===== config.mk =====
export PLATFORM = sky130hd
export DESIGN_NAME = pc_unit
export DESIGN_NICKNAME = d
export VERILOG_FILES = /design/src/rtl/pc_pkg.sv /design/src/rtl/pc_ras.sv /design/src/rtl/pc_unit.sv
export SDC_FILE = /design/constraint.sdc
export NUM_CORES = 1
export LEC_CHECK = 0
export ABC_AREA = 0
export CORE_MARGIN = 2
export CORE_UTILIZATION = 49
export DETAILED_ROUTE_END_ITERATION = 10
export HOLD_SLACK_MARGIN = 0.15
export PLACE_DENSITY = 0.77
export SYNTH_ARGS = -nofsm -noshare
export SYNTH_HDL_FRONTEND = slang
export SYNTH_SLANG_ARGS = --single-unit
export TNS_END_PERCENT = 1

===== constraint.sdc =====
create_clock -name clk -period 3.9 [get_ports clk]
set_input_delay 0.78 -clock clk [delete_from_list [all_inputs] [get_ports clk]]
set_output_delay 0.78 -clock clk [all_outputs]
set_load 0.005 [all_outputs]

===== src/rtl/pc_pkg.sv =====
// Shared types, default vectors and the branch-target helper for the MIPS32 program-counter unit.
package pc_pkg;

    typedef enum logic [2:0] {
        NPC_INC,
        NPC_BR,
        NPC_J,
        NPC_JR,
        NPC_RAS,
        NPC_EXC,
        NPC_HOLD
    } npc_sel_e;

    localparam int          DEF_ADDR_W     = 10;
    localparam int unsigned DEF_RESET_VEC  = 32'h0000_0000;
    localparam int unsigned DEF_EXC_VEC    = 32'h0000_03F0;
    localparam int          DEF_RAS_DEPTH  = 4;
    localparam int          DEF_IMEM_WORDS = 1024;

    // Adds a sign-extended 16-bit word offset to a base; the caller truncates to its PC width.
    function automatic logic [31:0] br_target(input logic [31:0] base, input logic [15:0] off);
        return base + {{16{off[15]}}, off};
    endfunction

endpackage


===== src/rtl/pc_ras.sv =====
// Circular return-address stack: push, pop, push+pop (replace top) and clear, with sticky
// overflow/underflow flags that only reset can clear.
module pc_ras
    import pc_pkg::*;
#(
    parameter int ADDR_W = DEF_ADDR_W,
    parameter int DEPTH  = DEF_RAS_DEPTH
) (
    input  logic              clk,
    input  logic              rstn,
    input  logic              push,
    input  logic              pop,
    input  logic              clear,
    input  logic [ADDR_W-1:0] push_data,
    output logic [ADDR_W-1:0] top,
    output logic              empty,
    output logic              full,
    output logic              ovf,
    output logic              unf
);

    localparam int PTR_W = $clog2(DEPTH);
    localparam int CNT_W = PTR_W + 1;
    localparam logic [CNT_W-1:0] CNT_MAX = CNT_W'(DEPTH);

    logic [ADDR_W-1:0] mem [DEPTH];
    logic [PTR_W-1:0]  top_ptr, top_ptr_nxt;
    logic [PTR_W-1:0]  wr_ptr;
    logic [CNT_W-1:0]  count, count_nxt;
    logic              ovf_nxt, unf_nxt, wr_en;

    assign empty = (count == '0);
    assign full  = (count == CNT_MAX);
    assign top   = mem[top_ptr];

    always_comb begin
        // NOTE: every signal gets a default first so no path through the block infers a latch.
        top_ptr_nxt = top_ptr;
        count_nxt   = count;
        ovf_nxt     = ovf;
        unf_nxt     = unf;
        wr_en       = 1'b0;
        wr_ptr      = top_ptr + 1'b1;

        if (clear) begin
            count_nxt = '0;
        end else if (push && pop) begin
            if (empty) begin
                // Return with nothing stacked still records the call's return address.
                unf_nxt     = 1'b1;
                wr_en       = 1'b1;
                top_ptr_nxt = wr_ptr;
                count_nxt   = CNT_W'(1);
            end else begin
                wr_en  = 1'b1;
                wr_ptr = top_ptr;
            end
        end else if (push) begin
            // When full the slot after top is the oldest entry, so it is simply overwritten.
            wr_en       = 1'b1;
            top_ptr_nxt = wr_ptr;
            if (full) begin
                ovf_nxt = 1'b1;
            end else begin
                count_nxt = count + 1'b1;
            end
        end else if (pop) begin
            if (empty) begin
                unf_nxt = 1'b1;
            end else begin
                top_ptr_nxt = top_ptr - 1'b1;
                count_nxt   = count - 1'b1;
            end
        end
    end

    always_ff @(posedge clk or negedge rstn) begin
        if (!rstn) begin
            top_ptr <= '0;
            count   <= '0;
            ovf     <= 1'b0;
            unf     <= 1'b0;
        end else begin
            top_ptr <= top_ptr_nxt;
            count   <= count_nxt;
            ovf     <= ovf_nxt;
            unf     <= unf_nxt;
        end
    end

    // NOTE: storage is deliberately not reset; an entry is only read while count says it is valid.
    always_ff @(posedge clk) begin
        if (wr_en) begin
            mem[wr_ptr] <= push_data;
        end
    end

endmodule


===== src/rtl/pc_unit.sv =====
// Program-counter unit: next-PC priority mux, PC register and return-address stack.
// Optional fetch-range check enabled by defining PC_BOUNDS_CHECK_EN (adds the bound_err port).
module pc_unit
    import pc_pkg::*;
#(
    parameter int          ADDR_W     = DEF_ADDR_W,
    parameter int unsigned RESET_VEC  = DEF_RESET_VEC,
    parameter int unsigned EXC_VEC    = DEF_EXC_VEC,
    parameter int          RAS_DEPTH  = DEF_RAS_DEPTH,
    parameter int          IMEM_WORDS = DEF_IMEM_WORDS
) (
    input  logic              clk,
    input  logic              rstn,
    input  logic              stall,
    input  logic              branch_taken,
    input  logic [15:0]       branch_off,
    input  logic              jump,
    input  logic [ADDR_W-1:0] jump_tgt,
    input  logic              jr,
    input  logic [ADDR_W-1:0] jr_tgt,
    input  logic              call,
    input  logic              ret,
    input  logic              exc,
    output logic [ADDR_W-1:0] pc,
    output logic [ADDR_W-1:0] pc_plus1,
    output logic              ras_empty,
    output logic              ras_full,
    output logic              ras_ovf,
    output logic              ras_unf
`ifdef PC_BOUNDS_CHECK_EN
    ,
    output logic              bound_err
`endif
);

    localparam logic [ADDR_W-1:0] RST_PC = ADDR_W'(RESET_VEC);
    localparam logic [ADDR_W-1:0] EXC_PC = ADDR_W'(EXC_VEC);

    if (RAS_DEPTH < 2 || (RAS_DEPTH & (RAS_DEPTH - 1)) != 0) begin : g_bad_ras_depth
        $error("pc_unit: RAS_DEPTH must be a power of two >= 2");
    end
    if (IMEM_WORDS < 1) begin : g_bad_imem_words
        $error("pc_unit: IMEM_WORDS must be at least 1");
    end

    npc_sel_e          sel;
    logic [ADDR_W-1:0] npc_raw, npc, ras_top;
    logic              ras_push, ras_pop;

    assign pc_plus1 = pc + 1'b1;

    // Calls and returns are only honoured on cycles that actually advance the PC.
    assign ras_push = call && !exc && !stall;
    assign ras_pop  = jr && ret && !exc && !stall;

    always_comb begin
        sel = NPC_INC;
        if (exc)                          sel = NPC_EXC;
        else if (stall)                   sel = NPC_HOLD;
        else if (jr && ret && !ras_empty) sel = NPC_RAS;
        else if (jr)                      sel = NPC_JR;
        else if (jump)                    sel = NPC_J;
        else if (branch_taken)            sel = NPC_BR;
    end

    always_comb begin
        npc_raw = pc_plus1;
        case (sel)
            NPC_EXC:  npc_raw = EXC_PC;
            NPC_HOLD: npc_raw = pc;
            NPC_RAS:  npc_raw = ras_top;
            NPC_JR:   npc_raw = jr_tgt;
            NPC_J:    npc_raw = jump_tgt;
            NPC_BR:   npc_raw = ADDR_W'(br_target(32'(pc_plus1), branch_off));
            default:  npc_raw = pc_plus1;
        endcase
    end

`ifdef PC_BOUNDS_CHECK_EN
    localparam logic [31:0] IMEM_LIM = 32'(IMEM_WORDS);

    logic out_of_range;

    // The exception vector itself is exempt so the redirect cannot loop on its own target.
    assign out_of_range = (32'(npc_raw) >= IMEM_LIM) && (npc_raw != EXC_PC);
    assign npc          = out_of_range ? EXC_PC : npc_raw;

    always_ff @(posedge clk or negedge rstn) begin
        if (!rstn) begin
            bound_err <= 1'b0;
        end else begin
            bound_err <= out_of_range;
        end
    end
`else
    assign npc = npc_raw;
`endif

    always_ff @(posedge clk or negedge rstn) begin
        if (!rstn) begin
            pc <= RST_PC;
        end else begin
            pc <= npc;
        end
    end

    pc_ras #(
        .ADDR_W (ADDR_W),
        .DEPTH  (RAS_DEPTH)
    ) u_ras (
        .clk       (clk),
        .rstn      (rstn),
        .push      (ras_push),
        .pop       (ras_pop),
        .clear     (exc),
        .push_data (pc_plus1),
        .top       (ras_top),
        .empty     (ras_empty),
        .full      (ras_full),
        .ovf       (ras_ovf),
        .unf       (ras_unf)
    );

endmodule


==> impl_metrics.json, run 1 <==
{
  "whs_ns": 0.469,
  "dieWidth_um": 86.4,
  "avgSynthCellArea_sq_um": 11.4,
  "met1_usage": 0.316,
  "antenna_cells": 0,
  "syn2layout_area_growth_pct": 27.8,
  "clock_tree.root_cell": "clkbuf_8",
  "grt_pass1_vias": 2532,
  "status": "finished, final reports clean",
  "clockBufferDepth": 2,
  "final_nets": 415,
  "grt_max_degree": 24,
  "num_rows": 30,
  "worst_pin_slew_ns": 1.18,
  "h-tree-depth": 3,
  "ir_worst_vdd_uv": 223,
  "cp_cell_sequence": "nand3_2 -> or2_1 -> or3_1 -> nand2_1 -> clkdlybuf4s50_1",
  "finalSetupViolations": 0,
  "finalHoldViolCount": 0,
  "netlist_area_sq_mm": 0.00333,
  "rsz0062_at_grt": "false",
  "maxSlewViolCount": 0,
  "synth_nets": 349,
  "ys_warn_count": 0,
  "cts_tree": "done",
  "dp.cells": 426,
  "async_flop_share": 0.298,
  "vias": 2666,
  "core_area_sq_mm": 0.00668,
  "cp-start-kind": "register",
  "p_per_area_mw_per_mm2": 493,
  "drtIter0Drc": 251,
  "wl_mm": 8.20,
  "post_drt_wl_per_cell_um": 18.6,
  "drive_gt1_frac": 0.130,
  "grt_usage": 0.233,
  "netlist_instances": 291,
  "p_leak_nw": 1.56,
  "cp_data_required_time_ns": 3.12,
  "relSlewSlack": 0.215,
  "yosys.area.top_type_share": 0.361,
  "worst_setup_path_end_kind": "output port",
  "io_buffer_count": 62,
  "yosysTopAreaCell": "edfxtp_1",
  "synth-edff-count": 40,
  "hold_buffers": 0,
  "synthTopCellsByArea": "edfxtp_1 (36%), dfrtp_1 (13%), mux4_2 (6.8%), a21oi_1 (4.8%), ha_1 (4.1%)",
  "ant_nets": 0,
  "grt_overflow": 0,
  "clock_latency_ns": 0.35,
  "tns_ns": 0,
  "antenna_found_initial": 0,
  "final_min_period_over_clock_period": 0.819,
  "drtPass1Iterations": 4,
  "io-pin-count": 69,
  "top_usage_layer": "met2",
  "cts.sinks": 57,
  "crit_path_max_incr_delay_ns": 0.54,
  "dp.final_hpwl_mm": 6.06,
  "cp_slowest_cell": "clkdlybuf4s50_1",
  "cp_max_fo": 7,
  "dieArea_sq_mm": 0.00747,
  "die_h_um": 86.4,
  "layoutNonFillerInstCount": 442,
  "crit_arrival_ns": 2.41,
  "cts_buffers": 9,
  "synth.most_common_cell": "edfxtp_1",
  "yosysSeqAreaShare": 0.489,
  "met2_usage": 0.370,
  "grt_first_pass_wirelength_mm": 13.0,
  "fin_skew_ns": 0.00731,
  "vias_per_cell": 6.03,
  "drc_errors": 0,
  "period_needed_ns": 3.19,
  "max_freq_mhz": 313,
  "criticalPathCategory": "reg2out",
  "maxCapViolations": 0,
  "place_congestion": 0.884,
  "cts.clk_slew.worst_paths_ns": 0.08,
  "synth_cell_types": 59,
  "yosys-top-cells-count": "edfxtp_1 (40), a21oi_1 (32), nor2_1 (20)",
  "ctsResizeCount": 0,
  "cts_setup_buffers": 0,
  "start_util": 0.498,
  "hold_path_class": "reg2reg",
  "synth_ff_type": "edfxtp_1",
  "use_met3": 0.0438,
  "ys_ff_latch": 57
}
## power by group
group | internal, mW | switching, mW
sequential | 0.731 | 0.125
combinational | 0.370 | 0.286
clock | 0.308 | 0.276
## flip-flops by register name, indices dropped and copies added (netlist names)
name	flops
pc	10
u_ras.count	3
u_ras.mem	40
u_ras.ovf	1
u_ras.top_ptr	2
u_ras.unf	1
## layout make-up
class	instances	area, sq um
Tap cell	80	100
Clock buffer	9	124
Fill cell	540	2430
Timing Repair Buffer	72	696
Sequential cell	57	1630
Clock inverter	7	85.1
Multi-Input combinational cell	213	1610
Inverter	4	15.0
## metrics by stage
stage          setup slack [ns]  area [sq um]  power, mW   util
2_1_floorplan             0.922          3330       1.27      -
3_3_place_gp              0.669          4050       1.51  0.606
3_5_place_dp              0.681          4050       1.52  0.606
4_1_cts                   0.667          4260       2.11  0.637
5_1_grt                   0.575          4260       2.20  0.637
6_report                  0.705          4260       2.10  0.637
## final timing paths
path | start | to | slack (ns) | cells after the start
hold reg to reg | u_ras.unf | u_ras.unf | 0.47 | 1
hold / removal | u_ras.unf | u_ras.unf | 0.47 | 1
setup reg to reg | pc[0] | pc[7] | 0.90 | 11
setup / recovery | pc[2] | pc_plus1[7] | 0.71 | 5
min in group asynchronous | rstn | u_ras.unf | 0.90 | 1
max in group asynchronous | rstn | pc[4] | 2.48 | 1
## kinds of logic (layout without fill, tap and decap cells)
group,Yosys count,count (layout),synth area share
xor+xnor,21,21,0.0594
compound gates,77,77,0.147
fa+ha+maj,13,13,0.0534
mux,13,13,0.0774
simple gates,89,89,0.145
flops,57,57,0.489
buf+inv,21,92,0.0301
## critical path, delay by kind of cell, from the launching register on
kind / cells / cell delay, ns
buffers and inverters: 1 / 0.54
AND/OR/NAND/NOR: 4 / 1.06
flip-flops: 1 / 0.46
## metal layers
layer	vias to the layer above	routed length [um]
li1	1243	-
met1	1290	3380
met2	115	3980
met3	18	650
met4	0	190
met5	-	0
## cells in the final DEF, fill, tap and decap left out, types with 3 or more instances in the layout
| cell type | netlist | routed |
|---|---|---|
| o211ai_1 | 3 | 3 |
| nand2_1 | 17 | 17 |
| nand3_1 | 13 | 13 |
| nand2b_1 | 3 | 3 |
| and3_1 | 6 | 6 |
| clkbuf_8 | 0 | 9 |
| a21o_1 | 3 | 3 |
| a22oi_1 | 4 | 4 |
| xor2_1 | 9 | 9 |
| o21ai_0 | 8 | 8 |
| a21oi_1 | 32 | 32 |
| a221o_1 | 3 | 3 |
| dfrtp_1 | 17 | 17 |
| mux4_2 | 10 | 10 |
| clkdlybuf4s50_1 | 0 | 62 |
| inv_1 | 3 | 3 |
| nor2_1 | 20 | 20 |
| nor2b_1 | 4 | 4 |
| buf_4 | 1 | 10 |
| a31oi_1 | 5 | 5 |
| nor3_1 | 6 | 6 |
| o21ai_1 | 6 | 6 |
| inv_6 | 0 | 3 |
| or3_1 | 3 | 3 |
| edfxtp_1 | 40 | 40 |
| ha_1 | 11 | 11 |
| xnor2_1 | 11 | 11 |
(Power assumes the default switching activity.)
==> run 2, diff against run 1 <==
==> constraint.sdc (replaced) <==
create_clock -name clk -period 3.35 [get_ports clk]
set_input_delay 0.67 -clock clk [delete_from_list [all_inputs] [get_ports clk]]
set_output_delay 0.67 -clock clk [all_outputs]
set_load 0.005 [all_outputs]
==> run 2 against run 1 <==
Net effect: combinational power is 20% higher; power is 21% higher; critical path depth stayed put; via count is 1.6% higher; design area is 1.8% higher; largest cell class unchanged; largest power group unchanged.
==> impl_metrics.json, run 2 (synthesis gave the netlist of run 1 again) <==
{
  "clockBufferDepth": 2,
  "start_util": 0.498,
  "finish.utilization": 0.649,
  "n_fill_cell": 519,
  "wl_mm": 8.62,
  "cts.clk_slew.worst_paths_ns": 0.07,
  "p_per_area_mw_per_mm2": 586,
  "criticalPathCategory": "reg2out",
  "internal_power_mw": 1.72,
  "tns_ns": 0,
  "antenna_found_initial": 0,
  "regMostFlops": "u_ras.mem",
  "totalPowerFinal_mw": 2.54,
  "vias": 2709,
  "worst_setup_path_end_kind": "output port",
  "ir_worst_vdd_uv": 328,
  "clock_latency_ns": 0.35,
  "cts_setup_buffers": 0,
  "largest_reg_flops": 40,
  "core_area_sq_mm": 0.00668,
  "power_frac_seq": 0.396,
  "place_congestion": 0.881,
  "dieWidth_um": 86.4,
  "antenna_cells": 0,
  "finalSetupViolations": 0,
  "cts_tree": "done",
  "dieArea_sq_mm": 0.00747,
  "grt_first_pass_wirelength_mm": 13.6,
  "ctsResizeCount": 0,
  "maxCapViolations": 0,
  "post_drt_wl_per_cell_um": 19.1,
  "period_needed_ns": 3.07,
  "clock_tree.root_cell": "clkbuf_8",
  "rsz0062_at_grt": "false",
  "drtIter0Drc": 154,
  "mostFrequentLayoutCell": "clkdlybuf4s50_1",
  "final_min_period_over_clock_period": 0.915,
  "num_rows": 30,
  "cts.sinks": 57,
  "cp_max_fo": 7,
  "finalHoldViolCount": 0,
  "grt_usage": 0.247,
  "drtPass1Iterations": 4,
  "worst_pin_slew_ns": 0.863,
  "dp.final_hpwl_mm": 6.17,
  "status": "finished, final reports clean",
  "most-common-layout-cells": "clkdlybuf4s50_1 (62), edfxtp_1 (40), a21oi_1 (32), nor2_1 (20), buf_4 (18)",
  "maxSlewViolCount": 0,
  "cp-start-kind": "register",
  "grt_pass1_vias": 2577,
  "p_leak_nw": 1.60,
  "pwr-share-comb": 0.311,
  "switchingPower_mw": 0.814,
  "ant_nets": 0,
  "switching_share": 0.321,
  "syn2layout_area_growth_pct": 30.1,
  "final_nets": 423,
  "crit_arrival_ns": 2.40,
  "grt_overflow": 0,
  "relSlewSlack": 0.425,
  "io_buffer_count": 62,
  "hold_path_class": "reg2reg",
  "max_freq_mhz": 326,
  "h-tree-depth": 3,
  "drive_gt1_frac": 0.149,
  "die_h_um": 86.4,
  "reg_top3": "u_ras.mem (40), pc (10), u_ras.count (3)",
  "hold_buffers": 0,
  "io-pin-count": 69,
  "grt_max_degree": 23,
  "cp_data_required_time_ns": 2.68,
  "cts_buffers": 9,
  "pwr-share-clk": 0.293,
  "drc_errors": 0,
  "fin_skew_ns": 0.0130,
  "vias_per_cell": 6.02
}
==> run 2: cell count changes in the layout (fill, tap and decap cells not counted) <==
cell	before	now
buf_4	10	18
bufinv_16	1	2
clkinvlp_4	0	1
inv_6	3	2
inv_8	1	0
==> run 2: worst paths after layout <==
kind	startpoint	to	depth (start not counted)	slack, ns
hold / removal	u_ras.ovf	u_ras.ovf	1	0.47
hold reg to reg	u_ras.ovf	u_ras.ovf	1	0.47
max in group asynchronous	rstn	u_ras.top_ptr[1]	1	2.03
setup / recovery	pc[2]	pc_plus1[7]	5	0.28
setup reg to reg	pc[2]	pc[8]	10	0.41
min in group asynchronous	rstn	u_ras.count[2]	1	0.80
==> run 2: metrics by stage <==
stage	instances	setup WS (ns)	cell area (sq um)	hold WS, ns
final	450	0.285	4330	0.472
after global placement	434	0.254	4110	0.453
after detailed placement	434	0.265	4110	0.457
after global routing	450	0.159	4330	0.508
after CTS	450	0.284	4330	0.475
after floorplan	291	0.469	3330	0.374
==> run 2: layout make-up <==
type	instances	area (sq um)	share of cell area
Clock buffer	9	124	0.0286
Clock inverter	7	103	0.0237
Inverter	4	15.0	0.00347
Multi-Input combinational cell	213	1610	0.371
Sequential cell	57	1630	0.375
Tap cell	80	100	0.0231
Timing Repair Buffer	80	756	0.174
==> run 2: power by group through the flow <==
| stage | sequential, mW | combinational [mW] | clock [mW] |
|---|---|---|---|
| 6_report | 1.00 | 0.790 | 0.744 |
| 5_1_grt | 1.03 | 0.859 | 0.780 |
| 4_1_cts | 1.01 | 0.790 | 0.749 |
| 3_5_place_dp | 1.02 | 0.783 | 0 |
| 3_3_place_gp | 1.01 | 0.769 | 0 |
| 2_1_floorplan | 0.917 | 0.563 | 0 |
==> run 2: worst max-delay path, cell delays in order, from the launching register on <==
cell             delay (ns)
dfrtp_1                0.46
nand3_2                0.17
or2_1                  0.35
or3_1                  0.33
nand2_1                0.19
clkdlybuf4s50_1        0.54
==> run 2: layer usage <==
layer	track usage	up-vias	routed length (um)
met5	0	-	0
met4	0.0668	0	114
met3	0.0648	12	681
met2	0.393	128	4290
met1	0.338	1306	3530
li1	-	1263	-
